`config.mk`:
```
export PLATFORM = sky130hd
export DESIGN_NAME = sc_speed_tick_generator
export DESIGN_NICKNAME = d
export VERILOG_FILES = /design/src/rtl/sc_speed_tick_generator_pkg.sv /design/src/rtl/sc_speed_tick_generator_press_detect.sv /design/src/rtl/sc_speed_tick_generator.sv
export SDC_FILE = /design/constraint.sdc
export NUM_CORES = 1
export LEC_CHECK = 0
export ABC_CLOCK_PERIOD_IN_PS = 5410
export CORE_UTILIZATION = 65
export CTS_CLUSTER_DIAMETER = 150
export DETAILED_ROUTE_END_ITERATION = 6
export PLACE_DENSITY_LB_ADDON = 0.25
export SYNTH_ARGS = -nofsm -noshare
export SYNTH_HDL_FRONTEND = slang
export SYNTH_SLANG_ARGS = --single-unit
```
`constraint.sdc`:
```
create_clock -name SC_SPEEDTICKGEN_CLOCK_50 -period 5.41 [get_ports SC_SPEEDTICKGEN_CLOCK_50]
set_input_delay 1.3525 -clock SC_SPEEDTICKGEN_CLOCK_50 [delete_from_list [all_inputs] [get_ports SC_SPEEDTICKGEN_CLOCK_50]]
set_output_delay 1.3525 -clock SC_SPEEDTICKGEN_CLOCK_50 [all_outputs]
set_load 0.01 [all_outputs]
```
`src/rtl/sc_speed_tick_generator_pkg.sv`:
```
// Shared definitions for the speed tick generator: button FSM states,
// level ceiling and tick period helpers.
package sc_speed_tick_generator_pkg;

   // Press-detect FSM: IDLE waits for a stable press, HELD waits for a stable release
   typedef enum logic {
      ST_IDLE = 1'b0,
      ST_HELD = 1'b1
   } btn_state_e;

   // Index of the button in the packed button/event vectors
   localparam int unsigned BTN_UP    = 0;
   localparam int unsigned BTN_DOWN  = 1;
   localparam int unsigned BTN_PAUSE = 2;
   localparam int unsigned NUM_BTN   = 3;

   // Highest speed level for a given level width
   function automatic int unsigned level_max(input int unsigned width);
      return (32'd1 << width) - 32'd1;
   endfunction

   // Tick period for a level: base halved per level, never below one clock
   function automatic int unsigned clamp_period(input int unsigned base,
                                                input int unsigned lvl);
      int unsigned p;
      p = (lvl >= 32) ? 32'd0 : (base >> lvl);
      return (p == 0) ? 32'd1 : p;
   endfunction

endpackage

```
`src/rtl/sc_speed_tick_generator_press_detect.sv`:
```
// Raw push-button to one-cycle press event: 2-FF synchronizer followed by a
// debounce counter and an IDLE/HELD FSM. Buttons are active low.
module sc_button_press_detect
   import sc_speed_tick_generator_pkg::*;
#(
   parameter int unsigned DEBOUNCE_CYCLES = 500_000,
   parameter int unsigned DEBOUNCE_WIDTH  = 19
) (
   input  logic clk,
   input  logic rst,
   input  logic btn_n,
   output logic press
);

   localparam logic [DEBOUNCE_WIDTH-1:0] CNT_LAST = DEBOUNCE_WIDTH'(DEBOUNCE_CYCLES - 1);

   logic                      sync1;
   logic                      sync2;
   logic [DEBOUNCE_WIDTH-1:0] cnt;
   btn_state_e                state;

   // Synchronize the asynchronous button; idles released (1)
   always_ff @(posedge clk) begin
      if (rst) begin
         sync1 <= 1'b1;
         sync2 <= 1'b1;
      end else begin
         sync1 <= btn_n;
         sync2 <= sync1;
      end
   end

   // Debounce FSM: a level must persist DEBOUNCE_CYCLES clocks to change state;
   // only the IDLE->HELD transition emits an event
   always_ff @(posedge clk) begin
      if (rst) begin
         state <= ST_IDLE;
         cnt   <= '0;
         press <= 1'b0;
      end else begin
         press <= 1'b0;
         case (state)
            ST_IDLE: begin
               if (!sync2) begin
                  if (cnt == CNT_LAST) begin
                     state <= ST_HELD;
                     cnt   <= '0;
                     press <= 1'b1;
                  end else begin
                     cnt <= cnt + 1'b1;
                  end
               end else begin
                  cnt <= '0;
               end
            end
            ST_HELD: begin
               if (sync2) begin
                  if (cnt == CNT_LAST) begin
                     state <= ST_IDLE;
                     cnt   <= '0;
                  end else begin
                     cnt <= cnt + 1'b1;
                  end
               end else begin
                  cnt <= '0;
               end
            end
            default: begin
               state <= ST_IDLE;
               cnt   <= '0;
            end
         endcase
      end
   end

endmodule

```
`src/rtl/sc_speed_tick_generator.sv`:
```
// Speed tick generator: divides the system clock into a one-cycle active-low
// count-enable tick whose rate is set by debounced up/down buttons, with a
// pause toggle that freezes the prescaler.
module sc_speed_tick_generator
   import sc_speed_tick_generator_pkg::*;
#(
   parameter int unsigned BASE_PERIOD     = 25_000_000,
   parameter int unsigned PRESCALER_WIDTH = 25,
   parameter int unsigned LEVEL_WIDTH     = 3,
   parameter int unsigned DEFAULT_LEVEL   = 0,
   parameter int unsigned DEBOUNCE_CYCLES = 500_000,
   parameter int unsigned DEBOUNCE_WIDTH  = 19
) (
   input  logic                   SC_SPEEDTICKGEN_CLOCK_50,
   input  logic                   SC_SPEEDTICKGEN_RESET_InHigh,
   input  logic                   SC_SPEEDTICKGEN_speedUp_InLow,
   input  logic                   SC_SPEEDTICKGEN_speedDown_InLow,
   input  logic                   SC_SPEEDTICKGEN_pause_InLow,
   output logic                   SC_SPEEDTICKGEN_tick_OutLow,
   output logic [LEVEL_WIDTH-1:0] SC_SPEEDTICKGEN_level_OutBUS,
   output logic                   SC_SPEEDTICKGEN_paused_OutHigh
);

   localparam logic [LEVEL_WIDTH-1:0] LEVEL_TOP  = LEVEL_WIDTH'(level_max(LEVEL_WIDTH));
   localparam logic [LEVEL_WIDTH-1:0] LEVEL_INIT = LEVEL_WIDTH'(DEFAULT_LEVEL);

   logic                       clk;
   logic                       rst;
   logic [NUM_BTN-1:0]         btn_n;
   logic [NUM_BTN-1:0]         evt;
   logic [LEVEL_WIDTH-1:0]     level;
   logic                       paused;
   logic                       tick_n;
   logic [PRESCALER_WIDTH-1:0] prescaler;
   logic [PRESCALER_WIDTH-1:0] period_m1;
   logic                       go_up;
   logic                       go_down;

   assign clk              = SC_SPEEDTICKGEN_CLOCK_50;
   assign rst              = SC_SPEEDTICKGEN_RESET_InHigh;
   assign btn_n[BTN_UP]    = SC_SPEEDTICKGEN_speedUp_InLow;
   assign btn_n[BTN_DOWN]  = SC_SPEEDTICKGEN_speedDown_InLow;
   assign btn_n[BTN_PAUSE] = SC_SPEEDTICKGEN_pause_InLow;

   for (genvar b = 0; b < NUM_BTN; b++) begin : g_btn
      sc_button_press_detect #(
         .DEBOUNCE_CYCLES (DEBOUNCE_CYCLES),
         .DEBOUNCE_WIDTH  (DEBOUNCE_WIDTH)
      ) u_detect (
         .clk   (clk),
         .rst   (rst),
         .btn_n (btn_n[b]),
         .press (evt[b])
      );
   end

   // Wrap point of the prescaler for the current level
   always_comb begin
      period_m1 = PRESCALER_WIDTH'(clamp_period(BASE_PERIOD, 32'(level)) - 32'd1);
   end

   // Simultaneous up/down cancel; saturated presses are not a change
   always_comb begin
      go_up   = evt[BTN_UP]   && !evt[BTN_DOWN] && (level != LEVEL_TOP);
      go_down = evt[BTN_DOWN] && !evt[BTN_UP]   && (level != '0);
   end

   // Level, pause flag, prescaler and registered tick
   always_ff @(posedge clk) begin
      if (rst) begin
         level     <= LEVEL_INIT;
         paused    <= 1'b0;
         prescaler <= '0;
         tick_n    <= 1'b1;
      end else begin
         if (evt[BTN_PAUSE]) paused <= ~paused;
         if (go_up || go_down) begin
            // A rate change restarts the period, even while paused
            level     <= go_up ? level + 1'b1 : level - 1'b1;
            prescaler <= '0;
            tick_n    <= 1'b1;
         end else if (paused) begin
            tick_n <= 1'b1;
         end else if (prescaler == period_m1) begin
            prescaler <= '0;
            tick_n    <= 1'b0;
         end else begin
            prescaler <= prescaler + 1'b1;
            tick_n    <= 1'b1;
         end
      end
   end

   assign SC_SPEEDTICKGEN_tick_OutLow    = tick_n;
   assign SC_SPEEDTICKGEN_level_OutBUS   = level;
   assign SC_SPEEDTICKGEN_paused_OutHigh = paused;

endmodule
```
* Word level (Yosys, flattened, before mapping) *
Index checks and enable logic that the tools add are counted.

cells by class
  shift operators = 1
  reduce and logical (&&, ||, !) cells = 14
  muxes and demuxes = 31
  bitwise gates (word level) = 4
  add/subtract/negate cells = 7
  equal/unequal tests = 5

operators with widths
  operator                                             count
  two-way mux 19 bit                                   9
  one-hot mux 19 bit (2 select lines)                  3
  adder 19 x 1 -> 19 bit (second input constant)       3
  equality test 19 bit (second input constant)         3
  two-way mux 25 bit                                   2
  logical NOT 32 bit                                   1
  >> shifter 25 x 3 -> 32 bit (first input constant)   1
  adder 25 x 1 -> 25 bit (second input constant)       1
  equality test 25 bit                                 1
  subtractor 25 x 1 -> 25 bit (second input constant)  1
  two-way mux 1 bit                                    13
  OR reduction 2 bit                                   4
  one-hot mux 1 bit (2 select lines)                   3
  logical AND 1 bit                                    4
  inverter 1 bit                                       4
  adder 3 x 1 -> 3 bit (second input constant)         1
  two-way mux 3 bit                                    1
  inequality test 3 bit (second input constant)        1
  nonzero test 3 bit                                   1
  OR reduction 3 bit                                   1
  subtractor 3 x 1 -> 3 bit (second input constant)    1
  logical NOT 1 bit                                    2
  logical OR 1 bit                                     1

word-level totals
  register bits = 99

* Logic depth before layout (Yosys ltp) *
  word-level depth = 6
  mapped depth = 12

* Cells and area by module *
From an unflattened synthesis, not the netlist that was laid out.

unflattened totals
  cell total of the unflattened synthesis = 623
  area, all modules = 5301.3 um2

by module, submodules not included
  module                   cells each  sequential area each (um2)  times used  area an instance (um2)
  sc_button_press_detect   114         460.4                       3           1052.3
  sc_speed_tick_generator  281         600.6                       1           2144.6

* Worst setup path before layout *
No wires, ideal clock.

  path type = register -> register
  from = register level[0] (netlist: SC_SPEEDTICKGEN_level_OutBUS[0])
  to = register prescaler[20]
  period minus slack after synthesis = 2.710 ns
  cell stages (with the launch flop) = 13
  path slack = 2.700 ns
  library setup time = 0.141 ns
  arrival = 2.569 ns
  cells stage by stage = dfxtp_1 > buf_6 > buf_2 > nand3b_1 > ha_1 > xor2_1 > o32ai_2 > o21ai_2 > nor4_4 > nand4_4 > nor3_4 > buf_6 > nor3_2

between the ends
  word-level cells in the longest chain between the ends = 6
  elaborated cells between the ends (all ways) = 12
  classes of those cells = add/sub (1); eq/ne (2); shift (1); mux (2); reduce/logical (6)

RTL lines
  what                         line                               text
  from (decl)                  sc_speed_tick_generator.sv:31      logic [LEVEL_WIDTH-1:0] level;
  from (signal assigned)       sc_speed_tick_generator.sv:79      level <= go_up ? level + 1'b1 : level - 1'b1;
  >> shifter 25 x 3 -> 32 bit  sc_speed_tick_generator_pkg.sv:26  p = (lvl >= 32) ? 32'd0 : (base >> lvl);
  logical NOT 32 bit           sc_speed_tick_generator_pkg.sv:27  return (p == 0) ? 32'd1 : p;
  two-way mux 25 bit           sc_speed_tick_generator_pkg.sv:27
  subtractor 25 x 1 -> 25 bit  sc_speed_tick_generator.sv:59      period_m1 = PRESCALER_WIDTH'(clamp_period(BASE_PERIOD, 32'(level)) - 32'd1);
  equality test 25 bit         sc_speed_tick_generator.sv:84      end else if (prescaler == period_m1) begin
  two-way mux 25 bit           sc_speed_tick_generator.sv:84
  to (signal assigned)         sc_speed_tick_generator.sv:88      prescaler <= prescaler + 1'b1;
  to (decl)                    sc_speed_tick_generator.sv:34      logic [PRESCALER_WIDTH-1:0] prescaler;

Parallel ways exist; a longest one is shown, timed or not.
A chain may end at the register's enable or synchronous reset.

* Final worst setup path *
  from = register level[1] (netlist: SC_SPEEDTICKGEN_level_OutBUS[1])
  to = register prescaler[15]

Same word-level chain as after synthesis.

==> metrics.txt <==
CTS Hold Buffers Added 0; status completed; Yosys reg bits 99; final setup fails 0; clock latency on the worst-skew pair 370 ps; initial detailed-routing violation count 325; hold_sp g_btn[1].u_detect.sync1$_SDFF_PP1_; RSZ-0062 raised after global routing false; total number of vias 3971; final WL 9757 microns; layout filler cell count 620; largest net degree at the start of global routing 32; nets@finish 604; register area share after synthesis 38.18%; crit path max fanout 31; Placed Area 0.005229 sq mm; layout cells sized above 1 10.20%; Pleak 1.780 nW; setup_tns 0 ps; clock buffer depth 2; cell row count 32; EDFF count, synth 0; antenna diode count 0; synthesized area 0.005191 sq mm; Worst path depth 9; Final HPWL DP 6737 microns; commonest register cell after synthesis dfxtp_1; WHS 419.6 ps; GRT overflow 0; max_cap viols 0; Setup CP Type flop to flop; All-Layer GR Usage 25.07%; Yosys warning count 0; vias per inst 5.673; Slew @ Worst Pin 1222 ps; Tmin final 3931 ps; Setup crit start kind flop; WL per Instance 13.94 microns; maximum clock rate 254.4 MHz; initial antenna violation count 0; Worst Skew 16.23 ps; Syn-to-layout area delta 4.748%; fraction of registers with async set/reset 0%; input/output buffers 9; Placeable Area 0.007727 sq mm; first-pass GRT wire length 16880 microns; relative slew slack 18.28%; Die Ht 91.37 microns; Final Power 1.266 mW; CTS HTree Levels 3; RePlAce Congestion 0.9092; die area 0.008348 sq mm; worst path cell trace nand3b_2, ha_1, xor2_1, o32ai_2, o21ai_2, nor4_4, nand4_4, nor3_4, nor3_1; critical path's largest stage delay 1090 ps; CP endpoint kind flop; clock root buffer clkbuf_8; Slowest cell on crit path dfxtp_1; Final Hold Fails 0; Post-Syn Instances 602; hold-critical path depth 1; clock-pin slew on the worst setup and hold paths 90 ps; Critical path origin SC_SPEEDTICKGEN_level_OutBUS[1]$_SDFFE_PP0P_; Post-Syn Nets 613; Final Cycle Share 72.66%; setup bufs post-CTS 0; DRT Pass-1 Iters 5; CTS tree built; Top delay family on crit path simple AND/OR/NAND/NOR gates; # clock sinks 99; library cells used by synthesis 73; crit path buf inv count 0; pwr/cell area 232.7 mW/mm^2; RR Startpoint SC_SPEEDTICKGEN_level_OutBUS[1]$_SDFFE_PP0P_; Crit path required time 5610 ps; IO Count 10; CP arrival 4130 ps; Final Max Tran Viols 0; syn avg cell area 8.623 sq um; final antenna-violating net count 0; post-route cell area 0.005438 sq mm; vias in the first global route 3636; Starting Density 67.18%; DRC viols 0; R2R cell count 9; Max VDD drop 0.0002282 V; post-CTS resize count 0; Num CTS Buffers 9; Die W 91.37 microns; type of the tightest min-delay check flop to flop
[state kept, by name, summed over array words and instances (netlist names), named ones only]
signal and cells:
SC_SPEEDTICKGEN_level_OutBUS 3, SC_SPEEDTICKGEN_paused_OutHigh 1, SC_SPEEDTICKGEN_tick_OutLow 1, g_btn.u_detect.cnt 57
g_btn.u_detect.press 3, g_btn.u_detect.sync1 3, g_btn.u_detect.sync2 3, prescaler 25
[worst paths after layout]
check	slack, ps	end
min reg2reg	420	g_btn[1].u_detect.sync2$_SDFF_PP1_
max	1480	prescaler[15]$_SDFFE_PP0N_
max reg2reg	1480	prescaler[15]$_SDFFE_PP0N_
min	420	g_btn[1].u_detect.sync2$_SDFF_PP1_
[cells in the mapped netlist (5+ instances only)]
| cell | n | area (sq um) |
|---|---|---|
| nor3_1 | 13 | 65.06 |
| ha_1 | 5 | 62.56 |
| clkbuf_1 | 11 | 41.29 |
| buf_6 | 5 | 56.30 |
| nand2_1 | 48 | 180.2 |
| xnor2_1 | 31 | 271.5 |
| nor2_1 | 86 | 322.8 |
| nor3_2 | 20 | 200.2 |
| and3_1 | 15 | 93.84 |
| nand2b_1 | 12 | 75.07 |
| o21ai_0 | 13 | 65.06 |
| inv_1 | 10 | 37.54 |
| or2_2 | 9 | 56.30 |
| nor3b_1 | 7 | 52.55 |
| a21oi_1 | 20 | 100.1 |
| nor2b_1 | 8 | 50.05 |
| or3_1 | 6 | 37.54 |
| xor2_1 | 48 | 420.4 |
| nand3_1 | 32 | 160.2 |
| buf_2 | 7 | 35.03 |
| dfxtp_1 | 99 | 1982 |
| nand4_1 | 14 | 87.58 |
[where the power goes]
part / internal (mW) / total (mW) / leakage, nW / switching (mW)
Sequential: 0.733 / 0.738 / 0.799 / 0.00516
Clock: 0.231 / 0.501 / 0.105 / 0.270
Combinational: 0.0107 / 0.0262 / 0.876 / 0.0156
[worst reg2reg max path: cells and delay by family (launching register included)]
family	cells	cell delay, ps
XOR/XNOR	1	220
AND/OR/NAND/NOR	5	1730
AO/OA/AOI/OAI	2	420
adder cells (fa/ha/maj)	1	310
flip-flops	1	1090
[cell usage in the layout (no fill, tap or decap), drive strengths merged, types with 7 or more instances in the layout]
| master | count |
|---|---|
| dfxtp | 99 |
| nor2 | 87 |
| nand2 | 49 |
| xor2 | 48 |
| nor3 | 34 |
| nand3 | 32 |
| xnor2 | 31 |
| a21oi | 20 |
| o21ai | 17 |
| and3 | 15 |
| nand4 | 15 |
| nand2b | 12 |
| inv | 12 |
| clkbuf | 10 |
| or2 | 9 |
| clkdlybuf4s50 | 9 |
| nor2b | 8 |
| nor3b | 7 |
[routing by layer]
layer / up-vias / routed length, microns / global-route usage [%]
met5: - / 0 / 0
met3: 14 / 293 / 3.434
met4: 0 / 162 / 9.656
li1: 2062 / - / -
met2: 63 / 4466 / 40.21
met1: 1832 / 4834 / 34.21
[stage by stage]
| stage | util, % | cells | worst slack [ps] |
|---|---|---|---|
| final | 70.37 | 700 | 1479 |
| after global placement | 67.67 | 684 | 1691 |
| after floorplan | - | 602 | 2700 |
| after detailed placement | 67.67 | 684 | 1511 |
| after CTS | 70.37 | 700 | 1490 |
| after global routing | 70.37 | 700 | 1186 |
[area by class of cell]
| type | instances | area, sq um | area share (%) |
|---|---|---|---|
| clock buffer | 10 | 137.6 | 2.531 |
| timing repair buffer | 11 | 105.1 | 1.933 |
| multi-input combinational | 462 | 2977 | 54.74 |
| clock inverter | 6 | 71.32 | 1.312 |
| tap | 102 | 127.6 | 2.347 |
| inverter | 10 | 37.54 | 0.6903 |
| sequential | 99 | 1982 | 36.45 |
[cell families after synthesis]
kind of cell	after synthesis	share of synthesized area (%)
mux	2	0.3857
simple gates	301	32.30
flops	99	38.18
fa+ha+maj	7	1.808
buf+inv	41	4.483
xor+xnor	79	13.33
compound gates	73	9.520
Note: power is estimated with default switching activity, not from simulation.
